[src/rtl/hazard_scheduler.sv]
// Issue scheduler between fetch and decode. A per-register scoreboard holds fetch on RAW hazards,
// and the scheduler also inserts bubbles, flushes slots after taken branches and latches HALT.
module hazard_scheduler #(
  parameter int unsigned WB_DIST     = 3,
  parameter int unsigned FLUSH_SLOTS = 2
) (
  input  logic        clockp2,
  input  logic        reset,
  input  logic [15:0] command_in,
  input  logic        cmd_valid_in,
  input  logic        branch_taken,
  output logic        stall,
  output logic [15:0] command_out,
  output logic        cmd_valid_out,
  output logic        halted,
  output logic [7:0]  pending_mask,
  output logic [15:0] stall_count
);

  localparam int unsigned CW   = 3;
  localparam int unsigned NREG = 8;

  typedef enum logic [1:0] {RUN, FLUSH, HALT} state_t;

  state_t          state;
  logic [CW-1:0]   cnt [NREG];
  logic [CW-1:0]   cnt_nxt [NREG];
  logic [NREG-1:0] mask_nxt;
  logic [CW-1:0]   flush_cnt;

  logic [CW-1:0] src_a, src_b, dst;
  logic          use_a, use_b, has_dst, is_halt;
  logic          hazard, issue;

  // Decode source/destination registers of the instruction presented by fetch
  always_comb begin
    src_a   = command_in[13:11];
    src_b   = command_in[10:8];
    dst     = command_in[10:8];
    use_a   = 1'b0;
    use_b   = 1'b0;
    has_dst = 1'b0;
    is_halt = 1'b0;
    if (command_in != 16'h0000) begin
      case (command_in[15:14])
        2'd3: begin
          use_a   = 1'b1;
          use_b   = 1'b1;
          has_dst = !(command_in[7:4] inside {4'd5, 4'd13, 4'd14, 4'd15});
          is_halt = (command_in[7:4] == 4'd15);
        end
        2'd0: begin
          use_b   = 1'b1;
          dst     = command_in[13:11];
          has_dst = 1'b1;
        end
        2'd1: begin
          use_a = 1'b1;
          use_b = 1'b1;
        end
        default: begin
          if (command_in[13:11] == 3'd0) begin
            has_dst = 1'b1;
          end else if (command_in[13:11] inside {3'd1, 3'd2, 3'd3}) begin
            use_b   = 1'b1;
            has_dst = (command_in[13:11] != 3'd3);
          end
        end
      endcase
    end
  end

  // Hazard check uses pre-decrement counter values
  always_comb begin
    hazard = cmd_valid_in && (state == RUN) &&
             ((use_a && (cnt[src_a] != '0)) || (use_b && (cnt[src_b] != '0)));
    stall  = hazard || (state != RUN);
    issue  = (state == RUN) && !branch_taken && cmd_valid_in && !hazard;
  end

  // Counters drain every cycle; an issuing writer reloads its destination
  always_comb begin
    for (int i = 0; i < NREG; i++) begin
      cnt_nxt[i] = (cnt[i] != '0) ? cnt[i] - CW'(1) : '0;
    end
    if (issue && has_dst) begin
      cnt_nxt[dst] = CW'(WB_DIST);
    end
    for (int i = 0; i < NREG; i++) begin
      mask_nxt[i] = (cnt_nxt[i] != '0);
    end
  end

  always_ff @(posedge clockp2) begin
    if (reset) begin
      state         <= RUN;
      for (int i = 0; i < NREG; i++) cnt[i] <= '0;
      flush_cnt     <= '0;
      command_out   <= 16'h0000;
      cmd_valid_out <= 1'b0;
      halted        <= 1'b0;
      pending_mask  <= '0;
      stall_count   <= 16'h0000;
    end else begin
      for (int i = 0; i < NREG; i++) cnt[i] <= cnt_nxt[i];
      pending_mask  <= mask_nxt;
      command_out   <= 16'h0000;
      cmd_valid_out <= 1'b0;
      case (state)
        RUN: begin
          if (branch_taken) begin
            state     <= FLUSH;
            flush_cnt <= CW'(FLUSH_SLOTS - 1);
          end else if (hazard) begin
            if (stall_count != 16'hFFFF) stall_count <= stall_count + 16'd1;
          end else if (issue) begin
            command_out   <= command_in;
            cmd_valid_out <= 1'b1;
            if (is_halt) begin
              state  <= HALT;
              halted <= 1'b1;
            end
          end
        end
        FLUSH: begin
          if (branch_taken) begin
            flush_cnt <= CW'(FLUSH_SLOTS - 1);
          end else if (flush_cnt == '0) begin
            state <= RUN;
          end else begin
            flush_cnt <= flush_cnt - CW'(1);
          end
        end
        HALT: begin
          state <= HALT;
        end
        default: begin
          state <= RUN;
        end
      endcase
    end
  end

endmodule

[config.mk]
export PLATFORM = sky130hd
export DESIGN_NAME = hazard_scheduler
export DESIGN_NICKNAME = d
export VERILOG_FILES = /design/src/rtl/hazard_scheduler.sv
export SDC_FILE = /design/constraint.sdc
export NUM_CORES = 1
export LEC_CHECK = 0
export BUFFER_PORTS_ARGS = -buffer_cell sky130_fd_sc_hd__buf_2
export CAP_MARGIN = 40
export CORE_MARGIN = 3
export CORE_UTILIZATION = 45
export CTS_CLUSTER_DIAMETER = 100
export DETAILED_ROUTE_END_ITERATION = 8
export PLACE_DENSITY = 0.67
export SYNTH_ARGS = -nofsm -noshare
export SYNTH_HDL_FRONTEND = slang
export SYNTH_SLANG_ARGS = --single-unit
[constraint.sdc]
create_clock -name clockp2 -period 3.25 [get_ports clockp2]
set_clock_uncertainty 0.2 [all_clocks]
set_input_delay 0.1625 -clock clockp2 [delete_from_list [all_inputs] [get_ports clockp2]]
set_output_delay 0.1625 -clock clockp2 [all_outputs]
set_load 0.03 [all_outputs]
# After elaboration in Yosys (flattened, before gate mapping)
# Memory sizes are Yosys's and may differ from the RTL's.
# Cells that the tools add are included.
# Widths: inputs -> output; s select.
[word_totals]
ff_bits = 47
ramBits = 24
in_bits = 20
output_inout_bits = 43
word_cells = 153
mem_count = 1
[classes]
n_addsub = 10
magnitude_cmp = 2
eq_ne = 20
mux = 48
bitwise_logic = 16
reduce_logical = 49
[memory_table]
columns = ["memory", "words", "width", "rd", "rd_ports_with_merged_regs", "wr", "line", "text"]
rows = [
  ["cnt", 8, 3, 10, 0, 8, "26", "logic [CW-1:0] cnt [NREG];"],
]
[op_table]
columns = ["operator", "n"]
rows = [
  ["$mux 3", 22],
  ["$reduce_bool 3->1", 19],
  ["$sub 3x1->3 const B", 9],
  ["$mux 24", 1],
  ["$add 16x1->16 const B", 1],
  ["$ne 16x16->1 const B", 1],
  ["$or 16x16->16", 1],
  ["$reduce_bool 16->1", 1],
  ["$mux 1", 15],
  ["$eq 4x4->1 const B", 3],
  ["$mux 2", 6],
  ["$ne 3x3->1 const B", 4],
  ["$reduce_and 5->1", 2],
  ["$demux 3 s3", 1],
  ["$logic_and 1x1->1", 9],
  ["$and 8x8->8", 1],
  ["$not 8->8", 1],
  ["$or 1x1->1", 8],
  ["$eq 3x2->1 const B", 2],
  ["$logic_not 3->1", 2],
  ["$ne 2x2->1 const B", 3],
  ["$pmux 2 s3", 1],
  ["$pmux 3 s2", 1],
  ["$reduce_or 5->1", 1],
  ["other kinds (20)", 30],
]

# Depth between registers and ports, before layout
# Gate-level depths: netlist of run 1.
[logic_depth]
ltp_word = 15
depth_mapped = 9
ltp_nobuf = 7

# Least setup slack after synthesis of run 1
# Ideal clock, no wire load.
[synth_path]
kind = "register to output"
startpoint = "memory cnt[3][0]"
endpoint = "output port stall"
t_arrival_ps = 2010
slack_ps = 877
path_stages_with_launch = 7
n_path_buf = 1
path_cell_list = "dfxtp_1 -> nor3_2 -> a2111oi_0 -> nor4_1 -> o22a_4 -> buf_4 -> o21ai_0"
[synth_lines]
columns = ["item", "line", "text"]
rows = [
  ["from (decl)", "26", ""],
  ["to (decl)", "12", "output logic stall,"],
]

# Final worst setup path of run 1
[layout_path]
startpoint = "input port command_in[3]"
endpoint = "output port stall"
[layout_between]
elab_chain_len = 6
word_cells_on_any_way = 8
[layout_rtl]
columns = ["item", "line", "text"]
rows = [
  ["from (decl)", "9", "input logic [15:0] command_in,"],
  ["$reduce_bool 16->1 (*)", "44", "if (command_in != 16'h0000) begin"],
  ["$mux 1", "44", ""],
  ["$logic_and 1x1->1", "76", "((use_a && (cnt[src_a] != '0)) || (use_b && (cnt[src_b] != '0)));"],
  ["$logic_or 1x1->1 (*)", "76", ""],
  ["$logic_and 1x1->1 (*)", "75", "hazard = cmd_valid_in && (state == RUN) &&"],
  ["$logic_or 1x1->1 (*)", "77", "stall = hazard || (state != RUN);"],
]
# Every way passes the cells marked *; elsewhere a longest branch is shown, timed or not.

==> results.sh, run 1 <==
export IMPL_rsz0062_at_grt="false"
export IMPL_fin_crit_ns=2.87
export IMPL_routed_wl_mm=7.51
export IMPL_status="finished, final reports clean"
export IMPL_path_class="primary input to primary output"
export IMPL_synthSimpleGateAreaFrac_pct=26.6
export IMPL_worstMarginPinSlew_ns=0.633
export IMPL_p_leak_nw=1.75
export IMPL_peakVddDrop_mv=0.185
export IMPL_worstPathMaxFanout=34
export IMPL_slew_headroom_pct=57.5
export IMPL_critPathCaptureType="primary output"
export IMPL_synth_nets=431
export IMPL_finalCritPeriodShare_pct=88.3
export IMPL_path_clk_slew_ns=0.07
export IMPL_core_area_mm2=0.00729
export IMPL_antenna_found_initial=0
export IMPL_power_density_mw_per_mm2=403
export IMPL_detailroute_wirelength_met2_mm=3.40
export IMPL_clock_fmax_mhz=348
export IMPL_ant_nets=0
export IMPL_fp_row_count=31
export IMPL_io_pins=63
export IMPL_nets=504
export IMPL_placed_area_mm2=0.00375
export IMPL_synth_top_family_by_area="simple AND/OR/NAND/NOR gates"
export IMPL_synth_compound_area_share_pct=15.7
export IMPL_ys_seq_elements=71
export IMPL_post_cts_buffers=0
export IMPL_avgViaCountPerCell=5.25
export IMPL_setup_violations_final=0
export IMPL_drc=0
export IMPL_numCtsBuffers=9
export IMPL_cts_tree="done"
export IMPL_yosysWarnings=0
export IMPL_fin_area_mm2=0.00405
export IMPL_fin_tns_setup_ns=0
export IMPL_vias=2992
export IMPL_grt_pass1_vias=2737
export IMPL_netlist_instances=394
export IMPL_min_path_type="primary input to register"
export IMPL_synth_top_flop_cell="dfxtp_1"
export IMPL_maxUsedRoutingLayer="met4"
export IMPL_globalplace_congestion=0.776
export IMPL_layout_setup_ws_ns=0.381
export IMPL_synth_async_reset_ratio_pct=0
export IMPL_num_antenna_cells=0
export IMPL_clock_sinks=71
export IMPL_grt_max_degree=51
export IMPL_critPathArrivalTime_ns=2.51
export IMPL_crit_path_start_kind="primary input"
export IMPL_drtPass1Iterations=5
export IMPL_die_area_mm2=0.00866
export IMPL_reg2reg_slack_ns=0.70
export IMPL_hold_viol_final=0
export IMPL_pre_cts_ws_ns=0.783
export IMPL_avgSynthCellArea_um2=8.65
export IMPL_dpl_hpwl_mm=5.07
export IMPL_max_cap_viol_count=0
export IMPL_syn_to_final_growth_pct=18.8
export IMPL_syn_area_mm2=0.00341
export IMPL_final_layout_size_suffix_gt1_share_pct=22.7
export IMPL_clock_latency_ns=0.33
export IMPL_grt_util_all_layers_pct=17.9
export IMPL_wl_met1_mm=3.62
export IMPL_finalMaxSlewViolations=0
export IMPL_synth_edf_count=0
export IMPL_port_buffers=62
export IMPL_synth_xor_area_share_pct=0
export IMPL_grt_pass1_wl_mm=12.7
export IMPL_synth_cell_types=50
export IMPL_die_w_um=93.0
export IMPL_htreeDepth=3
export IMPL_whs_ns=0.0121
export IMPL_clock_path_buffers=2
export IMPL_root_buffer="clkbuf_8"
export IMPL_grt_remaining_overflow=0
export IMPL_drt_iter0_drc=190
export IMPL_synthMuxAreaShare_pct=3.23
export IMPL_ys_seq_area_share_pct=41.7
export IMPL_start_util_pct=46.8
export IMPL_die_y_um=93.0
export IMPL_wl_met3_um=458
export IMPL_power_total_mw=1.63
export IMPL_required_ns=2.89
export IMPL_routedWlPerCell_um=13.2
export IMPL_synth_fa_ha_area_share_pct=6.24
## path summary, 6_finish.rpt
kind / startpoint / depth (start not counted) / end
max: command_in[3] / 8 / stall
min: command_in[12] / 2 / command_out[12]
max reg2reg: cnt[7][0] / 6 / stall_count[3]
min reg2reg: halted / 2 / halted
## metal layers
| layer | vias up | GRT usage [%] |
|---|---|---|
| met5 | - | 0 |
| met4 | 0 | 5.86 |
| met3 | 6 | 3.78 |
| met2 | 86 | 28.1 |
| met1 | 1363 | 24.6 |
| li1 | 1537 | - |
## sequential cells by signal, indices dropped and copies added (netlist names)
name	count
flush_cnt	3
cmd_valid_out	1
pending_mask	8
halted	1
command_out	16
cnt	24
state	2
stall_count	16
## layout by cell type, fill, tap and decap left out, types with 3 or more instances in the layout
cell           instances
dfxtp_1               71
buf_2                 62
a21oi_1               48
nor2_1                33
inv_1                 29
and2_1                18
ha_1                  17
nand2_1               16
nand3_1               15
dlygate4sd3_1         14
or2_2                 13
nor4_1                11
nand4_1               10
o21ai_0               10
nor3_1                 9
clkbuf_8               9
mux2_2                 8
and3_1                 8
a211oi_1               7
nor2b_1                6
or3_1                  5
a2111oi_0              4
nand2b_1               4
o31ai_1                3
nand3b_1               3
nor3b_1                3
clkinv_2               3
## synthesized netlist by cell type (all sizes together) (2+ instances only)
cell,instances,area (um2)
ha,17,213
nor3,10,55.1
nand3b,3,22.5
and4b,2,20.0
nand2,16,60.1
nor2,33,124
nor3b,3,22.5
mux2,8,90.1
inv,30,113
and3,9,57.6
and2,18,113
clkbuf,6,22.5
nand2b,4,25.0
a21oi,48,240
or3,5,31.3
nand3,15,75.1
a2111oi,4,35.0
buf,9,80.1
a211oi,7,52.6
o31ai,3,22.5
nor2b,6,37.5
o21ai,10,50.1
mux2i,2,20.0
a311oi,2,17.5
nor4,13,87.6
nand4,10,62.6
or2,14,87.6
dfxtp,71,1420
a31oi,2,12.5
## metrics by stage
step | util (%) | instances
floorplan | - | 394
global placement | 51.5 | 541
detailed placement | 51.5 | 541
CTS | 55.5 | 570
global route | 55.5 | 570
finish | 55.5 | 570
## kinds of logic after synthesis
| group | after synthesis |
|---|---|
| AO/OA/AOI/OAI | 86 |
| AND/OR/NAND/NOR | 164 |
| buffers and inverters | 46 |
| multiplexers | 10 |
| flip-flops | 71 |
| adder cells (fa/ha/maj) | 17 |
## worst max-delay path, cell delays in order
cell	delay [ns]
dlygate4sd3_1	0.53
buf_2	0.12
nor4_1	0.32
nand4_1	0.17
a211oi_1	0.40
o22a_4	0.42
o21ai_0	0.17
buf_2	0.20
## cell type report
class                   instances  area, um2
well taps                      99        124
repair buffers                 78        465
inverters                      30        113
multi-input cells             277       1770
flip-flops and latches         71       1420
clock inverters                 4       23.8
clock buffers                  11        131
fillers                       703       3240
## where the power goes
part           switching (mW)  internal (mW)  total, mW
clock network           0.311          0.271      0.582
logic                   0.103         0.0582      0.161
registers             0.00632          0.881      0.887
## what timing repair did
item | in CTS | in global routing
gates resized for setup | 0 | 0
hold buffers | 14 | 0
hold endpoints to repair | 14 | 0
Note: power is estimated with default switching activity, not from simulation.
==> run 2: changes to the inputs <==
ABC_CLOCK_PERIOD_IN_PS = 3250   (was unset)
CORE_UTILIZATION = 55   (was 45)
PLACE_DENSITY = 0.79   (was 0.67)
==> run 2 against run 1 <==
Effect of this change:
- maximum frequency up 1.7%
- clock power up 1%
- total power up 0.32%
- via count up 2.2%
- flip-flop and latch count unchanged
- core utilization up 12 points
- first-iteration DRC count up 1.1%
- die area down 17%
- sequential share of layout area up 0.30 points
- cell count down 4.2%
- routed wire length down 2.1%
- critical path type unchanged
- critical endpoint unchanged
- largest power group unchanged
==> results.sh, run 2 (synthesized netlist as in run 1, its figures left out) <==
export IMPL_finalMaxSlewViolations=0
export IMPL_layout_common_cells="71 x dfxtp_1, 62 x buf_2, 48 x a21oi_1, 33 x nor2_1, 29 x inv_1"
export IMPL_critPathCaptureType="primary output"
export IMPL_fp_row_count=28
export IMPL_largest_reg_flops=24
export IMPL_avgViaCountPerCell=5.60
export IMPL_die_area_mm2=0.00718
export IMPL_grt_remaining_overflow=0
export IMPL_slew_headroom_pct=57.3
export IMPL_critPathArrivalTime_ns=2.46
export IMPL_status="finished, final reports clean"
export IMPL_worstPathMaxFanout=34
export IMPL_final_common_cell="dfxtp_1"
export IMPL_fin_util_pct=67.4
export IMPL_clock_sinks=71
export IMPL_fin_crit_ns=2.82
export IMPL_grt_pass1_wl_mm=12.6
export IMPL_worstMarginPinSlew_ns=0.637
export IMPL_vias=3059
export IMPL_placed_area_mm2=0.00372
export IMPL_clock_latency_ns=0.33
export IMPL_cts_tree="done"
export IMPL_rsz0062_at_grt="false"
export IMPL_ant_nets=0
export IMPL_top_regs="cnt (24), command_out (16), stall_count (16)"
export IMPL_hold_viol_final=0
export IMPL_reg2regPathDepth=6
export IMPL_whs_ns=0.0204
export IMPL_max_cap_viol_count=0
export IMPL_setup_violations_final=0
export IMPL_root_buffer="clkbuf_8"
export IMPL_power_total_mw=1.64
export IMPL_finalCritPeriodShare_pct=86.8
export IMPL_port_buffers=62
export IMPL_path_class="primary input to primary output"
export IMPL_drc=0
export IMPL_min_path_cells=2
export IMPL_globalplace_congestion=0.849
export IMPL_die_w_um=84.7
export IMPL_nets=504
export IMPL_peakVddDrop_mv=0.235
export IMPL_grt_util_all_layers_pct=21.3
export IMPL_fin_tns_setup_ns=0
export IMPL_path_clk_slew_ns=0.07
export IMPL_num_antenna_cells=0
export IMPL_die_y_um=84.7
export IMPL_htreeDepth=3
export IMPL_start_util_pct=57.2
export IMPL_grt_max_degree=51
export IMPL_power_density_mw_per_mm2=407
export IMPL_antenna_found_initial=0
export IMPL_fin_area_mm2=0.00402
export IMPL_io_pins=63
export IMPL_regMostFlops="cnt"
export IMPL_grt_pass1_vias=2935
export IMPL_ctsResizeCount=0
export IMPL_dpl_hpwl_mm=5.05
export IMPL_clock_fmax_mhz=354
export IMPL_clock_path_buffers=2
export IMPL_numCtsBuffers=9
export IMPL_min_path_type="primary input to register"
export IMPL_routed_wl_mm=7.35
export IMPL_p_leak_nw=1.74
export IMPL_drtPass1Iterations=4
export IMPL_drt_iter0_drc=192
export IMPL_core_area_mm2=0.00596
export IMPL_final_layout_size_suffix_gt1_share_pct=22.1
export IMPL_crit_path_start_kind="primary input"
export IMPL_routedWlPerCell_um=13.5
export IMPL_required_ns=2.89
export IMPL_syn_to_final_growth_pct=17.8
-- run 2: cell count changes in the layout (fill, tap and decap cells not counted), sizes merged --
| cell | change |
|---|---|
| clkbuf | +3 |
| clkinv | -3 |
-- run 2: worst max-delay path: stages --
cell and delay [ns]:
dlygate4sd3_1 0.55, buf_2 0.13, nor4_1 0.31, nand4_1 0.17, a211oi_1 0.37, o22a_4 0.40, o21ai_0 0.15, buf_2 0.20
-- run 2: report_power, final --
| group | switching, mW | internal (mW) | leakage (nW) |
|---|---|---|---|
| Clock | 0.294 | 0.294 | 0.0805 |
| Sequential | 0.00635 | 0.881 | 0.573 |
| Combinational | 0.102 | 0.0581 | 1.09 |
-- run 2: cell type report --
| cell class | count | area [um2] |
|---|---|---|
| timing repair buffer | 78 | 465 |
| clock inverter | 1 | 5.00 |
| tap | 75 | 93.8 |
| sequential | 71 | 1420 |
| clock buffer | 14 | 153 |
| multi-input combinational | 277 | 1760 |
| inverter | 30 | 113 |
| fill | 498 | 1940 |
-- run 2: through the flow --
stage,std cells,setup slack (ns)
after floorplan,394,0.877
after global placement,517,0.831
after global routing,546,0.295
after detailed placement,517,0.770
after CTS,546,0.464
final,546,0.428
-- run 2: final timing paths --
path         slack [ns]             end     startpoint
min                0.02  command_out[8]  command_in[8]
min reg2reg        0.25          halted         halted
max                0.43           stall  command_in[1]
max reg2reg        0.79  stall_count[3]      cnt[3][0]
-- run 2: metal layers --
metal / GRT usage (%) / vias up / wire, um
li1: - / 1538 / -
met1: 27.4 / 1434 / 3370
met2: 35.1 / 81 / 3460
met3: 3.43 / 6 / 442
met4: 9.93 / 0 / 80
met5: 0 / - / 0
-- run 2: what timing repair did --
| action | 4_1_cts | 5_1_grt |
|---|---|---|
| endpoints found under the setup margin | 0 | 0 |
| hold buffers | 14 | 0 |
| endpoints found under the hold margin | 14 | 0 |
| buffers inserted | 0 | 0 |
